File: src/rtl/rotary_decoder.sv
// rotary_decoder: quadrature rotary encoder + push switch decoder with a small event queue.
//   Raw A/B/C inputs are synchronized and debounced. Filtered {A,B} drives a
//   quadrature tracker that emits one CW/CCW event per full detent, and a
//   filtered C rising edge emits a press event. Events go through a 1-entry
//   pending slot into a FIFO that the CPU drains with a valid/pop handshake.
//   A wrapping signed detent count is kept alongside.
// Optional feature: define ROT_ACCEL_EN to add ACCEL_WINDOW and position
//   acceleration (+/-4 per detent on fast same-direction turning).
// Ports:
//   Clock, Reset          clock, asynchronous active-low reset
//   iRotA, iRotB          raw quadrature phases
//   iRotCenter            raw push switch, 1 = pressed
//   iPop                  consume head event (ignored when empty)
//   iClearOverflow        clear the sticky overflow flag
//   oEventValid, oEvent   FIFO head: 01 CW, 10 CCW, 11 press, 00 empty
//   oPosition             signed wrapping detent count
//   oOverflow             sticky: an event was dropped
module rotary_decoder #(
    parameter int unsigned DEBOUNCE_CYCLES = 5000,
    parameter int unsigned CNT_WIDTH       = 8,
    parameter int unsigned FIFO_DEPTH      = 4
`ifdef ROT_ACCEL_EN
    ,
    parameter int unsigned ACCEL_WINDOW    = 2_500_000
`endif
) (
    input  logic                 Clock,
    input  logic                 Reset,
    input  logic                 iRotA,
    input  logic                 iRotB,
    input  logic                 iRotCenter,
    input  logic                 iPop,
    input  logic                 iClearOverflow,
    output logic                 oEventValid,
    output logic [1:0]           oEvent,
    output logic [CNT_WIDTH-1:0] oPosition,
    output logic                 oOverflow
);

    localparam int unsigned DB_W  = (DEBOUNCE_CYCLES > 1) ? $clog2(DEBOUNCE_CYCLES) : 1;
    localparam int unsigned PTR_W = $clog2(FIFO_DEPTH);
    localparam int unsigned CNT_W = PTR_W + 1;
    localparam logic [DB_W-1:0] DB_MAX = DB_W'(DEBOUNCE_CYCLES - 1);

    typedef enum logic [1:0] {
        EV_NONE  = 2'b00,
        EV_CW    = 2'b01,
        EV_CCW   = 2'b10,
        EV_PRESS = 2'b11
    } ev_e;

    // State encoding equals the filtered {A,B} value it represents.
    typedef enum logic [1:0] {
        S00 = 2'b00,
        S01 = 2'b01,
        S11 = 2'b11,
        S10 = 2'b10
    } quad_e;

    // Next state in the clockwise direction.
    function automatic quad_e cw_next(input quad_e s);
        case (s)
            S00:     cw_next = S01;
            S01:     cw_next = S11;
            S11:     cw_next = S10;
            default: cw_next = S00;
        endcase
    endfunction

    // Bit 0 = A, bit 1 = B, bit 2 = C
    logic [2:0]            sync1_q, sync1_d, sync2_q, sync2_d, filt_q, filt_d;
    logic [2:0][DB_W-1:0]  db_cnt_q, db_cnt_d;
    quad_e                 state_q, state_d, ab_c;
    logic [2:0]            acc_q, acc_d;          // two's complement step count
    logic [3:0]            acc_sum_c;
    logic                  illegal_c;
    ev_e                   rot_ev_q, rot_ev_d;
    logic                  press_q, press_d, c_prev_q, c_prev_d;
    logic [CNT_WIDTH-1:0]  pos_q, pos_d, step_c;
    ev_e                   pend_q, pend_d, push_data_c;
    logic                  push_c, drop_c, do_pop_c, do_push_c;
    logic [FIFO_DEPTH-1:0][1:0] mem_q, mem_d;
    logic [PTR_W-1:0]      wr_q, wr_d, rd_q, rd_d;
    logic [CNT_W-1:0]      cnt_q, cnt_d;
    logic                  valid_q, valid_d, ovf_q, ovf_d;
    ev_e                   event_q, event_d;

    // Two-flop synchronizers and per-input debounce counters
    always_comb begin
        sync1_d  = {iRotCenter, iRotB, iRotA};
        sync2_d  = sync1_q;
        filt_d   = filt_q;
        db_cnt_d = db_cnt_q;
        for (int i = 0; i < 3; i++) begin
            if (sync2_q[i] != filt_q[i]) begin
                if (db_cnt_q[i] == DB_MAX) begin
                    filt_d[i]   = sync2_q[i];
                    db_cnt_d[i] = '0;
                end else begin
                    db_cnt_d[i] = db_cnt_q[i] + DB_W'(1);
                end
            end else begin
                db_cnt_d[i] = '0;
            end
        end
    end

    // Quadrature tracker and press edge detect; events are registered
    always_comb begin
        state_d   = state_q;
        acc_d     = acc_q;
        rot_ev_d  = EV_NONE;
        acc_sum_c = {acc_q[2], acc_q};
        illegal_c = 1'b0;
        ab_c      = quad_e'({filt_q[0], filt_q[1]});
        press_d   = filt_q[2] & ~c_prev_q;
        c_prev_d  = filt_q[2];
        if (ab_c != state_q) begin
            state_d = ab_c;
            if (ab_c == cw_next(state_q)) begin
                acc_sum_c = {acc_q[2], acc_q} + 4'd1;
            end else if (cw_next(ab_c) == state_q) begin
                acc_sum_c = {acc_q[2], acc_q} - 4'd1;
            end else begin
                acc_sum_c = 4'd0;
                illegal_c = 1'b1;
            end
            acc_d = acc_sum_c[2:0];
            // A full cycle back to S00 is +4 (CW) or -4 (CCW)
            if (ab_c == S00) begin
                acc_d = 3'd0;
                if (!illegal_c && acc_sum_c == 4'b0100) begin
                    rot_ev_d = EV_CW;
                end else if (!illegal_c && acc_sum_c == 4'b1100) begin
                    rot_ev_d = EV_CCW;
                end
            end
        end
    end

`ifdef ROT_ACCEL_EN
    localparam int unsigned TMR_W = $clog2(ACCEL_WINDOW + 1);
    localparam logic [TMR_W-1:0] TMR_MAX = TMR_W'(ACCEL_WINDOW);

    logic [TMR_W-1:0] tmr_q, tmr_d;
    ev_e              last_dir_q, last_dir_d;

    // Cycles since last detent; fast same-direction turning steps by 4
    always_comb begin
        step_c     = CNT_WIDTH'(1);
        tmr_d      = tmr_q;
        last_dir_d = last_dir_q;
        if (tmr_q < TMR_MAX) begin
            tmr_d = tmr_q + TMR_W'(1);
        end
        if (rot_ev_d != EV_NONE) begin
            if (rot_ev_d == last_dir_q && tmr_q < TMR_MAX) begin
                step_c = CNT_WIDTH'(4);
            end
            tmr_d      = '0;
            last_dir_d = rot_ev_d;
        end
    end

    always_ff @(posedge Clock or negedge Reset) begin
        if (!Reset) begin
            tmr_q      <= '0;
            last_dir_q <= EV_NONE;
        end else begin
            tmr_q      <= tmr_d;
            last_dir_q <= last_dir_d;
        end
    end
`else
    assign step_c = CNT_WIDTH'(1);
`endif

    // Position counts every detent, whether or not its event is queued
    always_comb begin
        pos_d = pos_q;
        if (rot_ev_d == EV_CW) begin
            pos_d = pos_q + step_c;
        end else if (rot_ev_d == EV_CCW) begin
            pos_d = pos_q - step_c;
        end
    end

    // Pending slot arbitration, FIFO update and registered head outputs
    always_comb begin
        push_c      = 1'b0;
        push_data_c = EV_NONE;
        pend_d      = pend_q;
        drop_c      = 1'b0;
        if (pend_q != EV_NONE) begin
            push_c      = 1'b1;
            push_data_c = pend_q;
            pend_d      = EV_NONE;
            drop_c      = press_q || (rot_ev_q != EV_NONE);
        end else if (press_q) begin
            push_c      = 1'b1;
            push_data_c = EV_PRESS;
            pend_d      = rot_ev_q;
        end else if (rot_ev_q != EV_NONE) begin
            push_c      = 1'b1;
            push_data_c = rot_ev_q;
        end

        do_pop_c  = iPop && (cnt_q != '0);
        do_push_c = push_c && ((cnt_q != CNT_W'(FIFO_DEPTH)) || do_pop_c);
        if (push_c && !do_push_c) begin
            drop_c = 1'b1;
        end

        mem_d = mem_q;
        if (do_push_c) begin
            mem_d[wr_q] = push_data_c;
        end
        wr_d    = wr_q + PTR_W'(do_push_c);
        rd_d    = rd_q + PTR_W'(do_pop_c);
        cnt_d   = cnt_q + CNT_W'(do_push_c) - CNT_W'(do_pop_c);
        valid_d = (cnt_d != '0);
        event_d = valid_d ? ev_e'(mem_d[rd_d]) : EV_NONE;
        // Setting beats clearing
        ovf_d   = drop_c ? 1'b1 : (iClearOverflow ? 1'b0 : ovf_q);
    end

    always_ff @(posedge Clock or negedge Reset) begin
        if (!Reset) begin
            sync1_q  <= '0;
            sync2_q  <= '0;
            filt_q   <= '0;
            db_cnt_q <= '0;
            state_q  <= S00;
            acc_q    <= '0;
            rot_ev_q <= EV_NONE;
            press_q  <= 1'b0;
            c_prev_q <= 1'b0;
            pos_q    <= '0;
            pend_q   <= EV_NONE;
            mem_q    <= '0;
            wr_q     <= '0;
            rd_q     <= '0;
            cnt_q    <= '0;
            valid_q  <= 1'b0;
            event_q  <= EV_NONE;
            ovf_q    <= 1'b0;
        end else begin
            sync1_q  <= sync1_d;
            sync2_q  <= sync2_d;
            filt_q   <= filt_d;
            db_cnt_q <= db_cnt_d;
            state_q  <= state_d;
            acc_q    <= acc_d;
            rot_ev_q <= rot_ev_d;
            press_q  <= press_d;
            c_prev_q <= c_prev_d;
            pos_q    <= pos_d;
            pend_q   <= pend_d;
            mem_q    <= mem_d;
            wr_q     <= wr_d;
            rd_q     <= rd_d;
            cnt_q    <= cnt_d;
            valid_q  <= valid_d;
            event_q  <= event_d;
            ovf_q    <= ovf_d;
        end
    end

    assign oEventValid = valid_q;
    assign oEvent      = event_q;
    assign oPosition   = pos_q;
    assign oOverflow   = ovf_q;

endmodule

File: config.mk
export PLATFORM = sky130hd
export DESIGN_NAME = rotary_decoder
export DESIGN_NICKNAME = d
export VERILOG_FILES = /design/src/rtl/rotary_decoder.sv
export SDC_FILE = /design/constraint.sdc
export NUM_CORES = 1
export LEC_CHECK = 0
export CAP_MARGIN = 20
export CORE_ASPECT_RATIO = 1.5
export CORE_UTILIZATION = 50
export DETAILED_ROUTE_END_ITERATION = 10
export PLACE_DENSITY = 0.67
export SETUP_SLACK_MARGIN = 0.02
export SLEW_MARGIN = 5
export SYNTH_ARGS = -nofsm -noshare
export SYNTH_HDL_FRONTEND = slang
export SYNTH_SLANG_ARGS = --single-unit
File: constraint.sdc
create_clock -name Clock -period 6.85 [get_ports Clock]
set_input_delay 0.685 -clock Clock [delete_from_list [all_inputs] [get_ports Clock]]
set_output_delay 0.685 -clock Clock [all_outputs]
set_load 0.005 [all_outputs]
==> results.md <==
Run status:
- The run finished with clean final reports.

Route:
- The final wirelength is 7160 µm.
- The first-iteration detailed-routing DRC count is 144.
- The top metal layer carrying routed signals is met4.
- The DRC violation count after routing is 0.
- The detailed-router iteration count before antenna repair is 4.
- Dividing the detail-routed wire length by the instance count gives 13.1 µm.
- The detailed router put a total of 3070 µm of wire on met1.
- The final route contains 2,959 vias.
- The count of nets left with antenna violations once routing finished came out at 0.
- The total met2 wirelength after detailed routing is 3630 µm.
- Using the TritonRoute via totals, the vias-per-cell ratio works out to 5.42.
- Detailed routing placed a total of 154 µm of wire on met3.

Power and ir drop:
- The internal portion of the total power is 0.882 mW.
- Summed over all nets, the switching power comes to 0.259 mW.
- Dividing total power by cell area gives a power density of 233 mW/mm².
- Summed over all cells, the static leakage comes to 2.28 nW.
- Sequential cells account for 48.2% of the total power.
- In this run, the clock network consumes 42.5% of the power.
- Of the total power, combinational logic draws 9.3%.
- The maximum vdd ir drop is 186 µV.
- In this run switching power makes up 22.7% of total power.

STA:
- The number of max-slew violations in the final report is 0.
- Setup repair after global routing left no endpoint under its margin.
- After layout, the worst path uses 55.9% of the clock period.
- The smallest clock period supported by the final layout is computed as 3830 ps.
- The transition time at the pin with the least slew margin is 725 ps.
- Across the routed clock network, the largest skew measured is 5.32 ps.
- Setup violations remaining at the end of the flow were counted as 0.
- The count of final hold-check violations came to 0.
- Static timing analysis puts the maximum clock frequency at 0.261 GHz.
- The max-slew headroom at the worst pin is 51.5%.
- The final total negative setup slack is 0 ps.

Yosys:
- The synthesized design contains 0 enable-type register cells.
- The share of async-settable or async-resettable flops after synthesis is 100%.
- Summing every instance area after synthesis gives 0.00430 mm².
- The dominant synthesized flop cell is dfrtp_1.
- The count of mapped cells out of synthesis is 417.
- When the netlist entered floorplanning its net count stood at 442.
- The mean area per synthesized cell is 10.3 µm².
- The total of warnings raised by yosys is 0.
- Sequential cells were found to cover 50.1% of the synthesized design area.
- The number of different library cells in the post-synthesis netlist is 55.
- The number of flip-flops and latches in the synthesized netlist is 86.

Setup path:
- The highest net fanout along the worst path is 17.
- The data arrival time at the worst-slack endpoint is 4100 ps.
- Tracing the worst setup path back leads to its startpoint at state_q[0].
- The startpoint of the worst register-to-register path is state_q[0].
- The nature of the critical path startpoint is a flop.
- For this run, the slowest stage of the critical path takes 640 ps.
- The critical path goes through xor2_1 > nand2_1 > a2bb2oi_1 > or4b_1 > nor2_1 > ha_1 > inv_1 > ha_1 > nor2b_1 > o21ai_1 > a21boi_0 > or4_1 > nand3_1.
- For the worst setup path, the data required time is 7120 ps.
- Together, buffers and inverters on the worst path number 1.
- In this design, the largest share of critical-path delay is due to simple AND/OR/NAND/NOR gates.
- The worst setup path is captured at a flop.
- The largest individual stage delay along the critical path comes from the cell dfrtp_1.
- The category of the most critical setup path is flop to flop.
- The most prevalent standard cell on the critical path is ha_1.

Hold path:
- The worst hold path belongs to the class primary input to asynchronous set/reset pin.

Die:
- The initial core utilization is 51.4%.
- Pin placement for this block handled 19 I/O pins.
- The floorplan step set the die height to 116 µm.
- The floorplan step set the die width to 77.7 µm.
- The full die area is 0.00898 mm².
- The core region is 0.00836 mm².
- The number of core rows is 41.

Global route:
- In the global route stage, overall resource usage came out at 18.3%.
- The first global-routing pass estimated 12,800 µm of wire.
- The number of global-route vias before repair is 2,944.
- Entering global routing, the biggest net connects 86 pins.
- The number of antenna violations at the first check in global routing is 0.
- Summed over all layers, the global routing overflow is 0.

Finish:
- The final non-filler cell total is 546.
- From synthesis to final layout, the design area changed by 13.8%.
- The total number of nets in the final design is 459.
- The antenna cell count is 0.
- Cells with a size suffix above 1 make up 7.06% of the layout.

Clocking:
- After clock tree synthesis, the flow added hold-fix buffers numbering 0.
- The root buffer cell chosen for the clock tree is clkbuf_16.
- The number of clock buffers added by TritonCTS is 9.
- Clock tree synthesis found a total of 86 sinks.
- The clock latency on the worst-skew pair is 340 ps.
- The maximum root-to-sink buffer count is 2.
- After clock tree synthesis, the clock-pin slew on the worst setup and hold paths is 60 ps.
- CTS built an H-tree with a depth of 3.
- Gates resized during post-CTS repair numbered 0.
- The clock tree from TritonCTS is done.
- The post-CTS repair timing setup buffer count is 0.

Place:
- The number of port buffers is 18.
- The final RePlAce weighted congestion is 0.810.
- The number of placed cells counting well taps is 529.
- The wire-length estimate of the detail-placed layout is 4930 µm.

Run:
- Max-cap violations in this run came to 0.
==> metal layers <==
metal,GRT usage [%],vias to the layer above
met5,0,-
li1,-,1456
met1,20.6,1442
met2,31.7,41
met3,2.60,20
met4,12.8,0
==> final timing paths <==
path / cells past startpoint / to / slack [ps]
min in group Clock: 0 / sync2_q[2] / 340
setup reg to reg: 13 / oPosition[6] / 3020
hold reg to reg: 0 / sync2_q[2] / 340
setup / recovery: 13 / oPosition[6] / 3020
max in group asynchronous: 3 / db_cnt_q[7] / 5860
hold / removal: 1 / oEventValid / 120
==> cells in the mapped netlist, types with 2 or more instances <==
| cell type | instances | area share, % |
|---|---|---|
| o211ai_1 | 2 | 0.35 |
| nor2_1 | 62 | 5.4 |
| inv_1 | 26 | 2.3 |
| and2_1 | 2 | 0.29 |
| dfrtp_1 | 86 | 50 |
| nand2_1 | 24 | 2.1 |
| ha_1 | 16 | 4.7 |
| xnor2_1 | 19 | 3.9 |
| nand2b_1 | 2 | 0.29 |
| a21oi_1 | 11 | 1.3 |
| mux2i_1 | 8 | 1.9 |
| buf_2 | 2 | 0.23 |
| nand4b_1 | 3 | 0.61 |
| nor4b_1 | 3 | 0.61 |
| nand3_1 | 24 | 2.8 |
| and3_1 | 12 | 1.7 |
| o21ai_0 | 8 | 0.93 |
| a2111oi_2 | 4 | 1.4 |
| nor2b_1 | 4 | 0.58 |
| mux2_2 | 3 | 0.79 |
| o21bai_1 | 3 | 0.52 |
| fa_1 | 2 | 0.93 |
| clkbuf_1 | 12 | 1.0 |
| xor2_1 | 33 | 6.7 |
| mux4_1 | 2 | 1.2 |
| o21ai_1 | 2 | 0.23 |
| nor3_1 | 10 | 1.2 |
| nand4_1 | 5 | 0.73 |
==> worst register-to-register path, stage by stage (launching register included) <==
cell and delay (ps):
dfrtp_1 640, xor2_1 280, nand2_1 140, a2bb2oi_1 180, or4b_1 570, nor2_1 170, ha_1 230, inv_1 140
ha_1 350, nor2b_1 150, o21ai_1 150, a21boi_0 150, or4_1 500, nand3_1 90
==> placed cells by master, fill, tap and decap left out, types with 2 or more instances in the layout <==
master	instances
a2111oi_2	4
fa_1	2
o21ai_1	2
nand2_1	24
nand2b_1	2
nor4b_1	3
clkinv_2	3
dfrtp_1	86
nand4_1	5
clkbuf_8	2
clkdlybuf4s50_1	17
ha_1	16
nor2_1	62
buf_4	2
xnor2_1	19
clkbuf_16	9
and3_1	12
nor2b_1	4
mux2i_1	8
nor3_1	10
o21bai_1	3
and2_1	2
xor2_1	33
o211ai_1	2
nand4b_1	3
mux2_2	3
inv_1	26
o21ai_0	8
mux4_1	2
a21oi_1	11
nand3_1	24
==> sequential cells by signal (all words and copies together) (netlist names), 2 cells and up <==
signal     flops
acc_q          3
cnt_q          3
db_cnt_q      39
filt_q         3
mem_q          8
oEvent         2
oPosition      8
pend_q         2
rd_q           2
rot_ev_q       2
state_q        2
sync1_q        3
sync2_q        3
wr_q           2
==> per-stage QoR <==
stage	hold WS, ps	total power [mW]	utilization, %	instance area (µm²)	setup slack (ps)
floorplan	331	0.631	-	4300	3500
global placement	336	0.663	54.6	4560	3210
detailed placement	336	0.667	54.6	4560	3060
CTS	103	1.16	58.2	4860	3040
global route	100	1.19	58.5	4890	2700
finish	117	1.14	58.5	4890	3020
==> power groups by stage <==
stage,clock network [mW],registers (mW),logic (mW)
global route,0.520,0.553,0.122
detailed placement,0,0.560,0.107
finish,0.485,0.550,0.106
floorplan,0,0.556,0.0748
global placement,0,0.559,0.103
CTS,0.501,0.551,0.108
==> cell type report <==
cell class | instances | area (µm²)
Fill cell | 686 | 3470
Sequential cell | 86 | 2150
Multi-Input combinational cell | 290 | 1990
Clock buffer | 12 | 256
Timing Repair Buffer | 20 | 213
Tap cell | 107 | 134
Inverter | 27 | 101
Clock inverter | 4 | 45.0
==> logic make-up (layout without fill, tap and decap cells) <==
family,count (synthesis),after routing,synth area share [%]
and+or+nand+nor,161,161,18.3
buffers and inverters,41,63,3.64
adders and majority gates,19,19,5.82
AOI/OAI and AO/OA,45,45,7.68
DFF,86,86,50.1
muxes,13,13,3.87
xor gates and xnor gates,52,52,10.6
(Power assumes the default switching activity.)
